`src/rtl/guess_entry_ctrl.sv`:
```
// ---------------------------------------------------------------------------
// guess_entry_ctrl
//   Game-flow controller for a shape-pattern guessing game. Handles credit
//   consumption at game start, loading of the master pattern slot by slot,
//   guess submission with grade handshakes, round counting and win/lose
//   end-of-game flags.
//
// Ports
//   clock        in   single clock, all state on its rising edge
//   reset_n      in   asynchronous active-low reset
//   start_game   in   synchronized start request (level)
//   credit_ok    in   at least one paid game is available
//   key          in   synchronized action button (level, high = pressed)
//   slot         in   target slot for a master-shape load
//   clear_game   in   synchronous abort back to IDLE (highest priority)
//   grade_done   in   grader result valid (one-cycle pulse)
//   win          in   grader verdict, qualified by grade_done
//   load_en      out  one-hot master-slot write strobe (one cycle)
//   slot_loaded  out  per-slot loaded flags
//   load_guess   out  high while guesses are accepted (PLAY)
//   grade_req    out  one-cycle grade request pulse
//   game_start   out  one-cycle pulse consuming one credit
//   round_number out  guesses submitted this game
//   game_over    out  game finished
//   game_won     out  game finished with a correct guess
// ---------------------------------------------------------------------------
module guess_entry_ctrl #(
   parameter int NUM_SLOTS  = 4,
   parameter int SHAPE_W    = 3,
   parameter int MAX_ROUNDS = 8,
   localparam int SLOT_W    = $clog2(NUM_SLOTS),
   localparam int RND_W     = $clog2(MAX_ROUNDS + 1)
) (
   input  logic                 clock,
   input  logic                 reset_n,
   input  logic                 start_game,
   input  logic                 credit_ok,
   input  logic                 key,
   input  logic [SLOT_W-1:0]    slot,
   input  logic                 clear_game,
   input  logic                 grade_done,
   input  logic                 win,
   output logic [NUM_SLOTS-1:0] load_en,
   output logic [NUM_SLOTS-1:0] slot_loaded,
   output logic                 load_guess,
   output logic                 grade_req,
   output logic                 game_start,
   output logic [RND_W-1:0]     round_number,
   output logic                 game_over,
   output logic                 game_won
);

   // Reject unsupported configurations at elaboration time.
   if (SHAPE_W < 1 || NUM_SLOTS < 2 || NUM_SLOTS > 8 ||
       MAX_ROUNDS < 1 || MAX_ROUNDS > 15) begin : g_bad_params
      $error("guess_entry_ctrl: unsupported parameter set");
   end

   localparam logic [2:0] S_IDLE  = 3'd0;
   localparam logic [2:0] S_SETUP = 3'd1;
   localparam logic [2:0] S_PLAY  = 3'd2;
   localparam logic [2:0] S_GWAIT = 3'd3;
   localparam logic [2:0] S_OVER  = 3'd4;

   logic [2:0]           r_state;
   logic                 r_key_q;
   logic [NUM_SLOTS-1:0] r_load_en;
   logic [NUM_SLOTS-1:0] r_slot_loaded;
   logic                 r_grade_req;
   logic                 r_game_start;
   logic [RND_W-1:0]     r_round;
   logic                 r_game_over;
   logic                 r_game_won;

   logic                 w_key_edge;
   logic                 w_slot_ok;
   logic                 w_start_ok;
   logic                 w_last_round;
   logic [NUM_SLOTS-1:0] w_slot_onehot;

   assign w_key_edge    = key & ~r_key_q;
   assign w_slot_ok     = ({1'b0, slot} < NUM_SLOTS[SLOT_W:0]);
   assign w_start_ok    = start_game & credit_ok;
   assign w_last_round  = (r_round == RND_W'(MAX_ROUNDS));
   assign w_slot_onehot = {{(NUM_SLOTS-1){1'b0}}, 1'b1} << slot;

   // key_q resets high so a button held through reset release is not an edge.
   always_ff @(posedge clock or negedge reset_n) begin
      if (!reset_n) r_key_q <= 1'b1;
      else          r_key_q <= key;
   end

   always_ff @(posedge clock or negedge reset_n) begin
      if (!reset_n) begin
         r_state       <= S_IDLE;
         r_load_en     <= '0;
         r_slot_loaded <= '0;
         r_grade_req   <= 1'b0;
         r_game_start  <= 1'b0;
         r_round       <= '0;
         r_game_over   <= 1'b0;
         r_game_won    <= 1'b0;
      end else if (clear_game) begin
         r_state       <= S_IDLE;
         r_load_en     <= '0;
         r_slot_loaded <= '0;
         r_grade_req   <= 1'b0;
         r_game_start  <= 1'b0;
         r_round       <= '0;
         r_game_over   <= 1'b0;
         r_game_won    <= 1'b0;
      end else begin
         // Strobes are single-cycle by default.
         r_load_en    <= '0;
         r_grade_req  <= 1'b0;
         r_game_start <= 1'b0;
         case (r_state)
            S_IDLE, S_OVER: begin
               if (w_start_ok) begin
                  r_state       <= S_SETUP;
                  r_game_start  <= 1'b1;
                  r_slot_loaded <= '0;
                  r_round       <= '0;
                  r_game_over   <= 1'b0;
                  r_game_won    <= 1'b0;
               end
            end
            S_SETUP: begin
               // Leave one cycle after the last slot flag is set.
               if (&r_slot_loaded) begin
                  r_state <= S_PLAY;
               end else if (w_key_edge && w_slot_ok) begin
                  r_load_en     <= w_slot_onehot;
                  r_slot_loaded <= r_slot_loaded | w_slot_onehot;
               end
            end
            S_PLAY: begin
               if (w_key_edge && !w_last_round) begin
                  r_grade_req <= 1'b1;
                  r_round     <= r_round + 1'b1;
                  r_state     <= S_GWAIT;
               end
            end
            S_GWAIT: begin
               if (grade_done) begin
                  if (win) begin
                     r_game_won  <= 1'b1;
                     r_game_over <= 1'b1;
                     r_state     <= S_OVER;
                  end else if (w_last_round) begin
                     r_game_over <= 1'b1;
                     r_state     <= S_OVER;
                  end else begin
                     r_state <= S_PLAY;
                  end
               end
            end
            default: r_state <= S_IDLE;
         endcase
      end
   end

   assign load_en      = r_load_en;
   assign slot_loaded  = r_slot_loaded;
   assign load_guess   = (r_state == S_PLAY);
   assign grade_req    = r_grade_req;
   assign game_start   = r_game_start;
   assign round_number = r_round;
   assign game_over    = r_game_over;
   assign game_won     = r_game_won;

endmodule

```
`config.mk`:
```
export PLATFORM = sky130hd
export DESIGN_NAME = guess_entry_ctrl
export DESIGN_NICKNAME = d
export VERILOG_FILES = /design/src/rtl/guess_entry_ctrl.sv
export SDC_FILE = /design/constraint.sdc
export NUM_CORES = 1
export LEC_CHECK = 0
export ABC_AREA = 1
export CAP_MARGIN = 20
export CORE_MARGIN = 1.5
export CORE_UTILIZATION = 28
export DETAILED_ROUTE_END_ITERATION = 8
export GPL_ROUTABILITY_DRIVEN = 0
export PLACE_DENSITY = 0.53
export SETUP_SLACK_MARGIN = 0.02
export SLEW_MARGIN = 20
export SYNTH_ARGS = -nofsm -noshare
export SYNTH_HDL_FRONTEND = slang
export SYNTH_SLANG_ARGS = --single-unit
```
`constraint.sdc`:
```
create_clock -name clock -period 1.35 [get_ports clock]
set_input_delay 0.135 -clock clock [delete_from_list [all_inputs] [get_ports clock]]
set_output_delay 0.135 -clock clock [all_outputs]
set_load 0.005 [all_outputs]
```
Yosys cells after proc, flatten, opt, wreduce, memory -nomap -nowiden
Cells that the tools add are included. W data, S select, Z words.

Word-level logic and storage cells: 77. Output and inout port bits: 17. Input port bits: 10. Register bits: 20.

$add $sub $neg: 1. Equality and inequality tests: 13. Shift operators: 1. Multiplexer cells: 36. Bitwise logic cells: 4. Reduce and logical (&&, ||, !) cells: 13.

Operators by type and width (count): $mux W4 (10); $mux W3 (7); $reduce_and A4 Y1 (5); $ne A3 B3 Y1 const B (6); $pmux W4 S2 (2); $mux W1 (14); $pmux W3 S4 (1); $reduce_bool A3 Y1 (3); $eq A3 B2 Y1 const B (2); $add A4 B1 Y4 const B (1); $eq A4 B4 Y1 const B (1); $ne A4 B4 Y1 const B (1); $or A4 B4 Y4 (1); $pmux W1 S2 (2); $shl A1 B2 Y4 const A (1); $eq A3 B1 Y1 const B (1); $eq A3 B3 Y1 const B (1); $logic_not A3 Y1 (1); $ne A3 B2 Y1 const B (1); $reduce_and A3 Y1 (1); $and A1 B1 Y1 (2); $reduce_or A2 Y1 (1); $logic_and A1 B1 Y1 (1); $logic_not A1 Y1 (1); $not A1 Y1 (1).

Depth between registers and ports, before layout
Word-level depth: 6. Mapped depth: 9. Gate-level depth less buffers: 9.

Worst setup path after synthesis
OpenSTA, ideal clock, no wires.

Kind: reg2reg. Start point: reg r_round[0] (netlist: round_number[0]). End point: reg r_state[1]. Library setup time: 126 ps. Setup slack: 102 ps. Period minus slack after synthesis: 1248 ps. Cell stages (with the launch flop): 9. Required time: 1224 ps. Data arrival time: 1122 ps. Buffers on the path: 0. Cell sequence: dfrtp_1 -> inv_1 -> ha_1 -> nand3_1 -> nand2_1 -> nand2_2 -> inv_2 -> nor2_1 -> o21ai_0.

Longest elaborated chain between the ends: 6. Elaborated cells on any way between the ends: 10. Those cells by class: 2 x eq/ne; 5 x mux; 3 x reduce/logical.

Ends and longest elaborated chain: from (decl) (line 71) `logic [RND_W-1:0] r_round;`; from (signal assigned) (line 140) `r_round <= r_round + 1'b1;`; $eq A4 B4 Y1 (*) (line 84) `assign w_last_round = (r_round == RND_W'(MAX_ROUNDS));`; $mux W3 (line 150) `end else if (w_last_round) begin`; $mux W3 (line 146) `if (win) begin`; $mux W3 (line 145) `if (grade_done) begin`; $pmux W3 S4 (line 117) `case (r_state)`; $mux W3 (line 103) `end else if (clear_game) begin`; to (signal assigned) (line 104) `r_state <= S_IDLE;`; to (signal assigned) (line 120) `r_state <= S_SETUP;`; to (signal assigned) (line 149) `r_state <= S_OVER;`; to (decl) (line 65) `logic [2:0] r_state;`.

Mark *: on every way between the ends. The rest lies on a longest branch, timed or not. The select of a mux whose other input is x is not followed. A chain may end at the register's enable or synchronous reset.

Worst setup path after layout
Start point: reg r_slot_loaded[0] (netlist: slot_loaded[0]). End point: out slot_loaded[0].

RTL lines: from (decl) (line 68) `logic [NUM_SLOTS-1:0] r_slot_loaded;`; from (signal assigned) (line 134) `r_slot_loaded <= r_slot_loaded | w_slot_onehot;`; to (decl) (line 44) `output logic [NUM_SLOTS-1:0] slot_loaded,`.

No word-level cell between the ends.

==> results.py <==
metrics = {
    "timing": {
        "final-setup-viol-count": 0,
        "rsz0062_at_grt": "true",
        "fin_crit_sh_pct": 95.9,
        "clock_skew_ns": 0.0105,
        "worst_pin_slew_ns": 0.271,
        "fmax_ghz": 0.772,
        "final-max-slew-violation-count": 0,
        "hold_viol": 0,
        "period_minus_slack_ns": 1.29,
        "maxSlewHeadroom_pct": 81.9,
    },
    "finish": {
        "diodes": 0,
        "ff_latch_area_um2": 504,
        "syn_to_final_growth_pct": 54.3,
        "nets": 225,
        "multi_input_area_um2": 686,
        "fill_cells": 412,
        "drive_gt1_share_pct": 31.6,
        "final_cell_area_um2": 1830,
        "stdcell_count": 262,
    },
    "global_routing": {
        "grt-ovfl-total": 0,
        "grt_max_degree": 21,
        "grt_usage_pct": 13.4,
        "grt_pass1_wl_um": 4700,
        "grt_pass1_vias": 1068,
        "grt_antenna_before_repair": 0,
    },
    "route": {
        "viasPerCell": 4.50,
        "wl_per_cell_um": 11.6,
        "drtAntennaViolNets": 0,
        "dr.pass1.iters": 4,
        "totalWireLength_um": 3040,
        "drcViolationCount": 0,
        "vias": 1180,
        "drt_iter0_markers": 55,
    },
    "pwr": {
        "total_power_mw": 2.47,
        "ir_drop_mv": 0.419,
        "power_density_nw_per_um2": 1350,
        "leakage_nw": 0.953,
    },
    "synth": {
        "synth_ff_type": "dfrtp_1",
        "synth_top_area_cell": "dfrtp_1",
        "async_reset_ff_share_pct": 100,
        "synth.avg_cell_area_um2": 7.34,
        "synth_area_leaders": "dfrtp_1, nand2_1, nand3_1",
        "yosysWarnings": 0,
        "synth_edf_count": 0,
        "yosysSeqAreaShare_pct": 42.2,
        "synth_common_cells": "nand2_1, dfrtp_1, nand3_1, inv_1, nor2_1",
        "synth.top_cell.area_share_pct": 40.0,
        "yosysMostFrequentCell": "nand2_1",
        "synth_cells": 162,
        "synthDistinctLibCells": 23,
        "synth_seq_cells": 20,
        "syn_nets": 174,
        "syn_area_um2": 1190,
    },
    "worst_setup_path": {
        "arrival_ns": 1.16,
        "endpoint_kind": "output port",
        "critPathMaxStageDelay_ns": 0.51,
        "crit_required_ns": 1.22,
        "crit_buf_inv": 1,
        "crit_path_start_kind": "flip-flop",
        "critPathSlowestCell": "clkdlybuf4s50_1",
        "crit_family": "buffers and inverters",
        "crit_chain": "clkdlybuf4s50_1",
        "critPathKind": "reg2out",
        "critical_path.max_fanout": 3,
    },
    "place": {
        "dpl_cell_area_um2": 1600,
        "portBuffers": 26,
        "dp_hpwl_um": 2220,
        "dp.cells": 249,
    },
    "die": {
        "rows": 23,
        "die_area_um2": 4650,
        "die_h_um": 68.2,
        "core_um2": 4030,
        "start_util_pct": 29.5,
        "io_pins": 27,
        "die_w_um": 68.2,
    },
    "clocking": {
        "h-tree-depth": 1,
        "clockBufferDepth": 2,
        "root_buffer": "clkbuf_8",
        "cts_made_buffers": 3,
        "clock-sinks": 20,
        "worstSkewPairLatency_ns": 0.27,
        "cts_tree": "built",
        "clkTransAtPathRegs_ns": 0.08,
    },
    "run_status": {
        "status": "finished, final reports clean",
    },
    "worst_hold_path": {
        "hp-class": "in2async",
    },
    "job": {
        "maxCapViolCount": 0,
    },
}
## per-stage QoR
stage | setup WS, ns | setup TNS [ns] | util, % | hold slack [ns]
after CTS | 0.0230 | 0 | 42.4 | 0.218
after floorplan | 0.102 | 0 | - | -0.161
after detailed placement | -0.108 | -1.20 | 39.6 | 0.459
after global placement | -0.0581 | -0.692 | 39.6 | 0.457
final | 0.0551 | 0 | 45.5 | 0.206
after global routing | -0.0185 | -0.0316 | 45.5 | 0.238
## repair_timing
action,CTS,global route
buffers inserted,4,6
setup endpoints to repair,7,22
resized for setup,7,29
hold buffers,0,0
pin swaps,0,9
## cells in the final DEF (no fill, tap or decap), drive strengths merged
cell           count
nor2              20
nand2             61
bufinv             1
clkdlybuf4s50     21
nand4              4
dfstp              1
dlygate4sd2        2
o21ai              3
dlymetal6s2s       2
nor3               7
dfrtp             19
ha                 2
inv               21
clkbuf             4
a21oi              3
nand3             19
buf               21
xnor2              1
## flip-flops by register name, indices dropped and copies added, names as in the netlist
name and count:
grade_req 1, game_start 1, r_key_q 1, slot_loaded 4, game_over 1, load_en 4, r_state 3, game_won 1
round_number 4
## final cells by class
type / instances / share of cell area, %
multi-input cells: 120 / 37.4
inverters: 21 / 4.57
clock buffers: 3 / 2.25
repair buffers: 47 / 23.3
flip-flops and latches: 20 / 27.5
clock inverters: 1 / 1.64
well taps: 50 / 3.41
## kinds of logic (layout without fill, tap and decap cells)
kind of cell	after synthesis	count (layout)	share of synthesized area (%)
flip-flops	20	20	42.2
AO/OA/AOI/OAI	6	6	2.84
XOR/XNOR	1	1	0.737
buffers and inverters	22	72	7.05
adder cells (fa/ha/maj)	2	2	2.10
AND/OR/NAND/NOR	111	111	45.1
## routing by layer
layer  vias to the layer above  part of all wire [%]  track usage [%]
li1                        611                     -                -
met1                       545                    48             18.4
met2                        22                    49             21.7
met3                         2                   2.5             1.48
met4                         0                  0.89             4.50
met5                         -                     0                0
## final timing paths
path	from	end	slack [ns]	depth (start not counted)
max reg2reg	round_number[2]	round_number[2]	0.06	9
max	slot_loaded[0]	slot_loaded[0]	0.06	1
min	reset_n	game_start	0.21	2
min reg2reg	game_over	game_over	0.47	2
max in group asynchronous	reset_n	r_key_q	0.86	2
min in group clock	key	r_key_q	0.31	1
## report_power, final
| part | internal [mW] | switching, mW | total, mW |
|---|---|---|---|
| Combinational | 0.486 | 0.656 | 1.14 |
| Sequential | 0.665 | 0.0488 | 0.714 |
| Clock | 0.396 | 0.217 | 0.613 |
Note: power is estimated with default switching activity, not from simulation.
